File: src/rtl/a2_bus_master.sv
// Apple II-style bus master: 14-phase timing generator, DRAM address mux and CPU access sequencer.
// Build option A2_LONG_CYCLE_EN stretches every 65th CPU cycle to 16 clocks.
module a2_bus_master #(
    parameter logic [15:0] VIDBASE = 16'h0400
) (
    input  logic        C14M,
    input  logic        nRST,
    input  logic        req,
    input  logic        req_we,
    input  logic        req_aux,
    input  logic [15:0] req_addr,
    input  logic [7:0]  req_wdata,
    output logic        ack,
    output logic [7:0]  rdata,
    output logic        C7M,
    output logic        Q3,
    output logic        PHI0,
    output logic        PHI1,
    output logic        nPRAS,
    output logic        nPCAS,
    output logic        RnW,
    output logic        RnW80,
    output logic        nEN80,
    output logic        nC07X,
    output logic [7:0]  RA,
    input  logic [7:0]  MD_in,
    output logic [7:0]  MD_out,
    output logic        MD_oe
);

    typedef enum logic {
        ST_IDLE,
        ST_ACCESS
    } state_e;

    state_e      st_q, st_d;
    logic [3:0]  h_q, h_d;
    logic [15:0] v_q, v_d;
    logic [15:0] addr_q, addr_d;
    logic        we_q, we_d;
    logic        aux_q, aux_d;
    logic [7:0]  wdata_q, wdata_d;
    logic [7:0]  rdata_q, rdata_d;

    logic        long_cyc;
    logic [3:0]  last_h;
    logic [3:0]  cap_h;
    logic        cyc_end;
    logic        phi0_w;
    logic        acc_ph0;
    logic        oe_w;
    logic        ra_lo;
    logic [15:0] ra_src;

`ifdef A2_LONG_CYCLE_EN
    logic [6:0]  cyc_q, cyc_d;

    // cycle index 64 of every 65 is the stretched one
    assign long_cyc = (cyc_q == 7'd64);

    always_comb begin
        cyc_d = cyc_q;
        if (cyc_end) begin
            cyc_d = long_cyc ? 7'd0 : cyc_q + 7'd1;
        end
    end

    always_ff @(posedge C14M or negedge nRST) begin
        if (!nRST) begin
            cyc_q <= 7'd0;
        end else begin
            cyc_q <= cyc_d;
        end
    end
`else
    assign long_cyc = 1'b0;
`endif

    assign last_h  = long_cyc ? 4'd15 : 4'd13;
    assign cap_h   = long_cyc ? 4'd14 : 4'd12;
    assign cyc_end = (h_q == last_h);

    always_comb begin
        h_d     = cyc_end ? 4'd0 : h_q + 4'd1;
        v_d     = v_q;
        st_d    = st_q;
        addr_d  = addr_q;
        we_d    = we_q;
        aux_d   = aux_q;
        wdata_d = wdata_q;
        rdata_d = rdata_q;
        if (cyc_end) begin
            if (v_q == VIDBASE + 16'h03FF) begin
                v_d = VIDBASE;
            end else begin
                v_d = v_q + 16'd1;
            end
            st_d = req ? ST_ACCESS : ST_IDLE;
            if (req) begin
                addr_d  = req_addr;
                we_d    = req_we;
                aux_d   = req_aux;
                wdata_d = req_wdata;
            end
        end
        if (st_q == ST_ACCESS && !we_q && h_q == cap_h) begin
            rdata_d = MD_in;
        end
    end

    always_ff @(posedge C14M or negedge nRST) begin
        if (!nRST) begin
            st_q    <= ST_IDLE;
            h_q     <= 4'd0;
            v_q     <= VIDBASE;
            addr_q  <= 16'h0000;
            we_q    <= 1'b0;
            aux_q   <= 1'b0;
            wdata_q <= 8'h00;
            rdata_q <= 8'h00;
        end else begin
            st_q    <= st_d;
            h_q     <= h_d;
            v_q     <= v_d;
            addr_q  <= addr_d;
            we_q    <= we_d;
            aux_q   <= aux_d;
            wdata_q <= wdata_d;
            rdata_q <= rdata_d;
        end
    end

    // all bus outputs decode straight from registered state
    always_comb begin
        phi0_w  = (h_q >= 4'd7);
        acc_ph0 = (st_q == ST_ACCESS) && phi0_w;
        oe_w    = (st_q == ST_ACCESS) && we_q && (h_q >= 4'd8);
        ra_lo   = (h_q <= 4'd3) || (h_q >= 4'd7 && h_q <= 4'd10);
        ra_src  = acc_ph0 ? addr_q : v_q;

        C7M    = ~h_q[0];
        PHI0   = phi0_w;
        PHI1   = ~phi0_w;
        Q3     = ra_lo;
        nPRAS  = ~((h_q >= 4'd2 && h_q <= 4'd6) || (h_q >= 4'd9));
        nPCAS  = ~((h_q >= 4'd4 && h_q <= 4'd6) || (h_q >= 4'd11));
        RA     = ra_lo ? ra_src[7:0] : ra_src[15:8];
        RnW    = ~(acc_ph0 && we_q);
        nEN80  = ~(acc_ph0 && aux_q);
        RnW80  = (acc_ph0 && aux_q) ? ~we_q : 1'b1;
        nC07X  = ~(acc_ph0 && addr_q[15:4] == 12'hC07);
        MD_oe  = oe_w;
        MD_out = oe_w ? wdata_q : 8'h00;
        ack    = (st_q == ST_ACCESS) && cyc_end;
        rdata  = rdata_q;
    end

endmodule

File: config.mk
export PLATFORM = sky130hd
export DESIGN_NAME = a2_bus_master
export DESIGN_NICKNAME = d
export VERILOG_FILES = /design/src/rtl/a2_bus_master.sv
export SDC_FILE = /design/constraint.sdc
export NUM_CORES = 1
export LEC_CHECK = 0
export ABC_CLOCK_PERIOD_IN_PS = 1800
export CORE_MARGIN = 1.5
export CORE_UTILIZATION = 50
export DETAILED_ROUTE_END_ITERATION = 8
export DONT_BUFFER_PORTS = 1
export PLACE_DENSITY = 0.68
export SYNTH_ARGS = -nofsm -noshare
export SYNTH_HDL_FRONTEND = slang
export SYNTH_SLANG_ARGS = --single-unit
export TNS_END_PERCENT = 1
File: constraint.sdc
create_clock -name C14M -period 1.8 [get_ports C14M]
set_clock_uncertainty 0.1 [all_clocks]
set_input_delay 0.36 -clock C14M [delete_from_list [all_inputs] [get_ports C14M]]
set_output_delay 0.36 -clock C14M [all_outputs]
set_load 0.1 [all_outputs]
==> summary.md, run 1 <==
| Metric | Value |
|---|---|
| Syn nets | `between 200 and 250` |
| Netlist cell types | `44` |
| Routed wire per std cell | `19.0 um` |
| Dpl ws | `-325 ps` |
| Peak VDD IR | `475 uV` |
| Worst path required time | `1340 ps` |
| DR vias | `1,899` |
| Iteration-0 DRC Markers | `between 150 and 200` |
| Worst Slack Setup Final | `-648 ps` |
| Avg Cell Area, Syn | `13.5 sq um` |
| Maximum clock rate | `around 410 MHz` |
| Crit path cell chain | `buf_6, nand2_4, mux2i_4, clkbuf_16, mux4_2, buf_12` |
| Vias in the first global route | `1,929` |
| Slew margin rel. | `39.3%` |
| Top routing layer in use | `met4` |
| Die ar. | `6080 sq um` |
| Clock buffer depth | `2` |
| Final Power | `2.74 mW` |
| Synth area leaders | `dfrtp_1 (48%), mux2_4 (10%), mux2_2 (6.8%), mux4_1 (6.5%), xor2_1 (2.5%)` |
| PortBufs | `0` |
| I/O pin total | `73` |
| Number of setup violations in the final report | `66` |
| Seq cells post-synth | `55` |
| YS warnings | `0` |
| Max cap viols | `0` |
| Root buf cell | `clkbuf_8` |
| Asr flop ratio synth | `100%` |
| R2r setup slk | `-150 ps` |
| Post-synth EDFFs | `0` |
| Area leader, netlist | `dfrtp_1` |
| Layout cells sized above 1 | `53.6%` |
| Clock sinks | `55` |
| Top FF cell, synth | `dfrtp_1` |
| N_diodes | `0` |
| Worst R2R Start | `h_q[1]` |
| Slowest CP cell | `dfrtp_1` |
| Vias per cell | `5.67` |
| Worst setup SP type | `flop` |
| GRT Residual Overflow | `0` |
| Commonest cells post-synth | `dfrtp_1 (54), mux2_4 (19), mux2_2 (17)` |
| FP Rows | `27` |
| Post-layout util | `71.7%` |
| Worst Path Arrival | `between 1500 and 2000 ps` |
| Static Leak | `1.81 nW` |
| Total CTS buffers | `5` |
| Synth Instances | `roughly 210` |
| Core Area | `5470 sq um` |
| CTS tree | `done` |
| Final Wtd Congestion | `0.870` |
| Global-route wire length before repair | `9710 um` |
| Cell Count, Final, Fillers Out | `335` |
| Die W | `78.0 um` |
| M1 WL | `2600 um` |
| Final period utilization | `136%` |
| Initial antenna violation count | `0` |
| Largest net degree at the start of global routing | `56` |
| Biggest cell delay along the critical path | `420 ps` |
| DP Cell Count | `314` |
| Met3 routed WL | `roughly 470 um` |
| DRT Wirelength | `between 6000 and 7000 um` |
| Area of the mapped netlist | `~2800 sq um` |
| Top cell type's share of synthesized area | `48.1%` |
| Status | `complete, but fails checks` |
| Dpl hpwl | `4230 um` |
| Met2 wire length | `3260 um` |
| # DRC | `0` |
| R2R cell count | `8` |
| Worst reg2reg path endpoint | `addr_q[13]` |
| Starting Density | `51.4%` |
| Fill cell count | `381` |
| Hold Crit Class | `primary input to flop` |
| Hold Fails Final Rpt | `0` |
| Reg clk slew, reported paths | `110 ps` |
| Failing checks | `setup timing` |
| Crit path launch | `h_q[1]` |
| PwrDens | `700 nW/um^2` |
| Top-count cell post-synth | `dfrtp_1` |
| Max Slew Vio Count | `0` |
| Worst-margin pin slew | `911 ps` |
| Worst setup endpoint | `RA[5]` |
| ANT nets after route | `0` |
| Die height | `slightly below 80 um` |
| Crit Path Category | `flop to output pin` |
| Sequential share of the synthesized area | `roughly half` |
| H-tree levels | `2` |
| Nets | `300` |
| Min Tclk post-route | `about 2400 ps` |
| Hold slack | `75.5 ps` |
| Area Overhead vs Synth | `39.5%` |
| Crit. End Element | `output pin` |
| Tot GR Track Use | `20.5%` |
| Worst skew pair latency | `320 ps` |
| First-pass iteration count of the detailed router | `4` |
| RSZ-0062 raised after global routing | `yes` |
| Max Fanout on Critical Path | `5` |
-- what timing repair did --
action / in CTS / in global routing
hold buffers: 2 / 0
setup endpoints to repair: 26 / 33
gates resized for setup: 14 / 22
gates cloned: 0 / 2
pin swaps: 6 / 9
endpoints found under the hold margin: 55 / 0
setup buffers: 0 / 9
-- worst min-delay path by stage --
stage	from	end	cells past startpoint
floorplan	nRST	addr_q[0]	0
global placement	nRST	v_q[13]	0
detailed placement	nRST	v_q[11]	0
CTS	req_wdata[6]	wdata_q[6]	1
global route	MD_in[5]	rdata[5]	1
finish	MD_in[3]	rdata[3]	1
-- critical path, delay by kind of cell (launching register included) --
kind / cells / cell delay (ps)
buffers and inverters: 3 / 530
multiplexers: 2 / 650
flip-flops: 1 / 420
AND/OR/NAND/NOR: 1 / 70
-- sequential cells by signal, summed over array words and instances (netlist names) --
register,flops
addr_q,16
v_q,16
rdata,8
wdata_q,8
h_q,4
aux_q,1
st_q,1
we_q,1
-- metrics by stage --
step,instance area [sq um],TNS (ps)
2_1_floorplan,2830,-16630
3_3_place_gp,3530,-2730
3_5_place_dp,3530,-3030
4_1_cts,3720,-10010
5_1_grt,3920,-18180
6_report,3920,-14050
-- cell type report --
| class | count | area [sq um] | share of cell area [%] |
|---|---|---|---|
| multi-input cells | 137 | 1420 | 36.3 |
| flip-flops and latches | 55 | 1380 | 35.1 |
| repair buffers | 56 | 892 | 22.7 |
| clock inverters | 2 | 38.8 | 0.989 |
| well taps | 72 | 90.1 | 2.30 |
| inverters | 7 | 28.8 | 0.734 |
| clock buffers | 6 | 72.6 | 1.85 |
-- metal layers --
layer,vias to the layer above,track usage [%]
li1,850,-
met1,967,26.2
met3,6,7.76
met2,76,33.5
met4,0,3.93
met5,-,0
-- power by group --
group	switching (mW)	internal [mW]
Clock	0.417	0.421
Combinational	0.207	0.191
Sequential	0.205	1.30
Total	0.829	1.92
-- kinds of logic (layout without fill, tap and decap cells) --
kind of cell    after synthesis  after routing  share of synthesized area (%)
simple gates                 66             66                           15.8
flops                        55             55                           49.0
mux                          45             45                           24.7
buf+inv                      16             71                           3.65
compound gates               13             13                           2.71
xor+xnor                     12             12                           3.74
fa+ha+maj                     1              1                          0.445
-- cell usage in the layout, fill, tap and decap left out, types with 4 or more instances in the layout --
master	n
nand4_1	5
and2_4	9
nand2_1	12
buf_6	7
o21ai_0	6
xnor2_1	4
buf_12	31
nand2_4	5
mux4_2	7
nand3_1	5
nor2_1	4
dfrtp_1	54
xor2_1	8
inv_1	6
mux2_2	17
clkbuf_8	5
mux2_4	19
buf_4	14
No activity file was read; power rests on OpenSTA's default activity.
==> inputs of run 2 (changes only) <==
--- a/config.mk
+++ b/config.mk
@@ -6,7 +6,6 @@
 export NUM_CORES = 1
 export LEC_CHECK = 0
 export ABC_CLOCK_PERIOD_IN_PS = 1800
-export CORE_MARGIN = 1.5
 export CORE_UTILIZATION = 50
 export DETAILED_ROUTE_END_ITERATION = 8
 export DONT_BUFFER_PORTS = 1
==> run 2 against run 1 <==
Net effect:
- critical path type unchanged
- via count fell by 3.3%
- clock-buffer cell count fell by 1
- register-to-register slack improved by 210 ps
- highest routed layer unchanged
- largest cell class unchanged
- critical path depth did not move
- final area fell by 2.3%
- fmax rose by 3.8%
- first-iteration DRC count fell by 42%
- the flow still finishes with violations (setup timing)
- die area fell by 2.5%
- total power fell by 1.3%
==> summary.md, run 2 (synthesized netlist as in run 1, its figures left out) <==
| Metric | Value |
|---|---|
| Crit Path Category | `flop to output pin` |
| Post-layout util | `72.7% (+1.0 points)` |
| Slew margin rel. | `39.3% (about the same)` |
| Nets | `295 (-1.7%)` |
| Total CTS buffers | `5 (unchanged)` |
| Global routing's busiest layer | `met2` |
| Worst-margin pin slew | `911 ps (+0.158 ps)` |
| PortBufs | `0 (unchanged)` |
| GR met3 Demand/Resource | `5.24% (-2.5 points)` |
| Worst reg2reg path endpoint | `v_q[11]` |
| R2r setup slk | `60 ps (+210 ps)` |
| # DRC | `0 (unchanged)` |
| Status | `complete, but fails checks` |
| ANT nets after route | `0 (unchanged)` |
| Area Overhead vs Synth | `36.3%` |
| Register area | `1380 sq um (about the same)` |
| Tot GR Track Use | `22.2% (+1.7 points)` |
| Hold Fails Final Rpt | `0 (unchanged)` |
| I/O pin total | `73 (unchanged)` |
| Max Fanout on Critical Path | `11 (+6)` |
| Number of setup violations in the final report | `26 (-61%)` |
| Global-route wire length before repair | `10,100 um (+3.9%)` |
| Die W | `77.0 um (-1.3%)` |
| First-pass iteration count of the detailed router | `4 (unchanged)` |
| DRT Wirelength | `6410 um (+0.83%)` |
| PwrDens | `707 nW/um^2 (+0.99%)` |
| Met1 GRT Util | `28.4% (+2.2 points)` |
| Hold Crit Class | `primary input to flop` |
| Final Power | `2.71 mW (-1.3%)` |
| FP Rows | `26 (-3.7%)` |
| Largest regs | `addr_q x16, v_q x16` |
| Post-Place Cell Area | `3550 sq um (+0.43%)` |
| CTS tree | `done` |
| Maximum clock rate | `424 MHz (+3.8%)` |
| Failing checks | `setup timing` |
| H-tree levels | `2 (unchanged)` |
| RSZ-0062 raised after global routing | `yes` |
| Worst path required time | `1340 ps (about the same)` |
| Worst setup SP type | `flop` |
| Commonest non-fill, non-tap cell in the layout | `dfrtp_1` |
| Reg clk slew, reported paths | `90 ps (-20 ps)` |
| Starting Density | `53.3% (+2.0 points)` |
| Hold slack | `91.5 ps (+16.0 ps)` |
| Min Tclk post-route | `2360 ps (-89.4 ps)` |
| Crit path launch | `h_q[0]` |
| Core Area | `5270 sq um (-3.7%)` |
| Final period utilization | `131% (-5.0 points)` |
| Final instance area | `3830 sq um (-2.3%)` |
| Met2 usage in global routing | `36.3% (+2.8 points)` |
| Root buf cell | `clkbuf_8` |
| Fill cell count | `363 (-4.7%)` |
| Worst setup endpoint | `RA[4]` |
| Crit. End Element | `output pin` |
| Vias per cell | `5.61 (-0.95%)` |
| DR vias | `1,836 (-3.3%)` |
| R2R cell count | `6 (-2)` |
| Clock sinks | `55 (unchanged)` |
| Layout cells sized above 1 | `53.3% (-0.30 points)` |
| Vias in the first global route | `1,984 (+2.9%)` |
| Worst R2R Start | `h_q[2]` |
| GRT Residual Overflow | `0 (unchanged)` |
| Clock buffer depth | `2 (unchanged)` |
| Routed wire per std cell | `19.6 um (+3.3%)` |
| Worst skew pair latency | `310 ps (about the same)` |
| Die height | `77.0 um (-1.3%)` |
| Max cap viols | `0 (unchanged)` |
| Iteration-0 DRC Markers | `110 (-42%)` |
| Dpl hpwl | `4730 um (+12%)` |
| Die ar. | `5930 sq um (-2.5%)` |
| Max Slew Vio Count | `0 (unchanged)` |
| N_diodes | `0 (unchanged)` |
| Final Wtd Congestion | `0.807 (-7.3%)` |
| Initial antenna violation count | `0 (unchanged)` |
| Most frequent cells in the layout | `dfrtp_1 (53), buf_12 (30), mux2_4 (19)` |
| Largest net degree at the start of global routing | `56 (unchanged)` |
| Worst Path Arrival | `1900 ps (-90 ps)` |
| Peak VDD IR | `591 uV (+24%)` |
| Static Leak | `1.76 nW (-2.6%)` |
| Worst Slack Setup Final | `-559 ps (+89.4 ps)` |
| Multi-input gate area | `1430 sq um (+0.35%)` |
run 2: area by class of cell:
type / count / share of cell area [%]
multi-input combinational: 137 / 37.3
sequential: 55 / 36.0
timing repair buffer: 51 / 21.0
tap: 70 / 2.29
clock buffer: 5 / 1.80
clock inverter: 2 / 0.979
inverter: 7 / 0.751
run 2: layer usage:
metal,vias up,share of wire (%)
met3,19,6.4
met5,-,0
met1,896,40
met2,82,50
li1,839,-
met4,0,3.4
run 2: metrics by stage:
stage | worst slack [ps] | setup TNS, ps | std cells
detailed placement | -317 | -3440 | 316
global placement | -272 | -2990 | 316
finish | -559 | -8390 | 327
global route | -617 | -10020 | 327
floorplan | -902 | -16630 | 208
CTS | -583 | -8820 | 326
run 2: worst max-delay path, cell delays in order, from the launching register on:
cell and delay [ps]:
dfrtp_1 410, buf_6 160, nand2_4 70, mux2i_4 260
buf_12 160, mux4_2 330, buf_12 190
run 2: how the worst min path moves through the flow:
| stage | startpoint | to | slack (ps) | cells after the start |
|---|---|---|---|---|
| global placement | nRST | v_q[8] | -30 | 0 |
| CTS | req_wdata[4] | wdata_q[4] | 80 | 1 |
| global route | req_wdata[3] | wdata_q[3] | 70 | 1 |
| detailed placement | nRST | v_q[8] | -30 | 0 |
| finish | req_wdata[3] | wdata_q[3] | 90 | 1 |
| floorplan | nRST | addr_q[0] | -40 | 0 |
run 2: power by group:
part | switching, mW | total [mW] | leakage [nW] | internal (mW)
registers | 0.192 | 1.50 | 0.667 | 1.30
clock network | 0.391 | 0.797 | 0.0502 | 0.407
logic | 0.227 | 0.414 | 1.05 | 0.187
total | 0.809 | 2.71 | 1.76 | 1.90
run 2: timing repair:
action	CTS	global route
endpoints found under the hold margin	55	0
resized for setup	25	12
hold buffers	2	0
buffers inserted	1	1
pin swaps	7	2
endpoints found under the setup margin	26	26
==> inputs of run 3 (changes only) <==
--- a/config.mk
+++ b/config.mk
@@ -6,6 +6,7 @@
 export NUM_CORES = 1
 export LEC_CHECK = 0
 export ABC_CLOCK_PERIOD_IN_PS = 1800
+export CAP_MARGIN = 20
 export CORE_UTILIZATION = 50
 export DETAILED_ROUTE_END_ITERATION = 8
 export DONT_BUFFER_PORTS = 1
==> constraint.sdc (replaced) <==
create_clock -name C14M -period 1.8 [get_ports C14M]
set_clock_uncertainty 0.1 [all_clocks]
set_input_delay 0.18 -clock C14M [delete_from_list [all_inputs] [get_ports C14M]]
set_output_delay 0.18 -clock C14M [all_outputs]
set_load 0.1 [all_outputs]
==> run 3 against run 2 <==
Net effect:
- global-route usage increased by 2.8 points
- largest power group unchanged
- the run still ends with setup timing left
- critical path type unchanged
- highest routed layer unchanged
- hold slack better by 3.7 ps
- die area unchanged
- non-clock buffer count up 40
==> summary.md, run 3 (synthesized netlist as in run 1, its figures left out) <==
| Metric | Value |
|---|---|
| Die W | `77.0 um (unchanged)` |
| Min Tclk post-route | `2210 ps (-152 ps)` |
| Tot GR Track Use | `25.0% (+2.8 points)` |
| Worst-margin pin slew | `351 ps (-560 ps)` |
| PwrDens | `638 nW/um^2 (-9.7%)` |
| Worst R2R Start | `h_q[2]` |
| Die height | `77.0 um (unchanged)` |
| N_diodes | `0 (unchanged)` |
| Core Area | `5270 sq um (unchanged)` |
| RSZ-0062 raised after global routing | `yes` |
| Worst Path Arrival | `1930 ps (+30 ps)` |
| Clock sinks | `55 (unchanged)` |
| Global-route wire length before repair | `11,300 um (+12%)` |
| Commonest non-fill, non-tap cell in the layout | `dfrtp_1` |
| DRT Wirelength | `7050 um (+9.8%)` |
| Iteration-0 DRC Markers | `121 (+10%)` |
| Failing checks | `setup timing` |
| Vias in the first global route | `2,206 (+11%)` |
| Maximum clock rate | `453 MHz (+6.9%)` |
| FP Rows | `26 (unchanged)` |
| First-pass iteration count of the detailed router | `4 (unchanged)` |
| Post-layout util | `79.4% (+6.6 points)` |
| Slew margin rel. | `76.4% (+37 points)` |
| Largest net degree at the start of global routing | `56 (unchanged)` |
| Hold Crit Start | `req` |
| Crit. End Element | `output pin` |
| Total CTS buffers | `5 (unchanged)` |
| Most frequent cells in the layout | `dfrtp_1 (54), dlygate4sd3_1 (35), buf_12 (29)` |
| Worst reg2reg path endpoint | `addr_q[15]` |
| Dpl hpwl | `4980 um (+5.3%)` |
| Dpl ws | `-170 ps (+146 ps)` |
| PortBufs | `0 (unchanged)` |
| R2R cell count | `6 (unchanged)` |
| Reg clk slew, reported paths | `100 ps (about the same)` |
| Hold Fails Final Rpt | `0 (unchanged)` |
| Root buf cell | `clkbuf_8` |
| Status | `complete, but fails checks` |
| Clock buffer depth | `2 (unchanged)` |
| Die ar. | `5930 sq um (unchanged)` |
| H-tree levels | `2 (unchanged)` |
| Crit Path Category | `flop to output pin` |
| Worst setup SP type | `flop` |
| Hold slack | `95.2 ps (+3.74 ps)` |
| Final period utilization | `123% (-8.4 points)` |
| Worst setup endpoint | `RA[3]` |
| Nets | `335 (+14%)` |
| GRT Residual Overflow | `0 (unchanged)` |
| Crit path launch | `h_q[0]` |
| Final Wtd Congestion | `0.844 (+4.6%)` |
| Worst skew pair latency | `310 ps (about the same)` |
| Hold Crit Class | `primary input to flop` |
| Initial antenna violation count | `0 (unchanged)` |
| DR vias | `2,057 (+12%)` |
| Post-route setup TNS | `-4790 ps (+3600 ps)` |
| Number of setup violations in the final report | `20 (-23%)` |
| Max cap viols | `0 (unchanged)` |
| Largest regs | `addr_q x16, v_q x16` |
| Worst path required time | `1520 ps (+180 ps)` |
| Max Fanout on Critical Path | `8 (-3)` |
| Max Slew Vio Count | `0 (unchanged)` |
| Area Overhead vs Synth | `48.8%` |
| ANT nets after route | `0 (unchanged)` |
| Starting Density | `53.3% (unchanged)` |
| I/O pin total | `73 (unchanged)` |
| Vias per cell | `5.59 (-0.45%)` |
| R2r setup slk | `-50 ps (-110 ps)` |
| Static Leak | `1.93 nW (+9.7%)` |
| Layout cells sized above 1 | `48.0% (-5.3 points)` |
| Final Power | `2.67 mW (-1.4%)` |
| Routed wire per std cell | `19.1 um (-2.4%)` |
| CTS tree | `done` |
| Peak VDD IR | `689 uV (+17%)` |
| Worst Slack Setup Final | `-407 ps (+152 ps)` |
| # DRC | `0 (unchanged)` |
## run 3: through the flow
stage / area [sq um] / cells
2_1_floorplan: 2830 / 208
3_3_place_gp: 3560 / 321
3_5_place_dp: 3560 / 321
4_1_cts: 4130 / 368
5_1_grt: 4180 / 368
6_report: 4180 / 368
## run 3: timing repair
action | in CTS | in global routing
cloned | 0 | 0
endpoints found under the hold margin | 89 | 0
endpoints found under the setup margin | 27 | 57
buffers inserted | 3 | 0
pin swaps | 4 | 8
hold buffers | 36 | 0
resized for setup | 20 | 17
## run 3: area by class of cell
type                    count  area (sq um)
inverters                   7          26.3
clock buffers               6          72.6
well taps                  70          87.6
clock inverters             2          12.5
multi-input cells         137          1430
flip-flops and latches     55          1380
fillers                   301          1090
repair buffers             91          1170
## run 3: critical path, stage by stage, from the launching register on
cell,delay [ps]
dfrtp_1,430
a31o_4,260
nand2_4,60
buf_12,130
mux4_2,540
buf_12,190
## run 3: where the power goes
part	switching (mW)	total (mW)	leakage (nW)	internal (mW)
combinational	0.376	0.640	1.22	0.264
sequential	0.0632	1.37	0.668	1.31
clock	0.387	0.659	0.0412	0.273
total	0.826	2.67	1.93	1.84
## run 3: worst min-delay path by stage
stage	cells past startpoint	slack [ps]	endpoint
floorplan	0	-220	addr_q[0]
finish	2	100	addr_q[2]
global route	2	100	addr_q[2]
detailed placement	0	-210	v_q[8]
CTS	2	90	addr_q[0]
global placement	0	-210	v_q[4]
## run 3: per-layer routing
layer / global-route usage [%] / part of all wire (%)
met1: 30.8 / 40
met2: 43.6 / 53
met3: 5.48 / 5.2
met4: 8.30 / 1.4
met5: 0 / 0
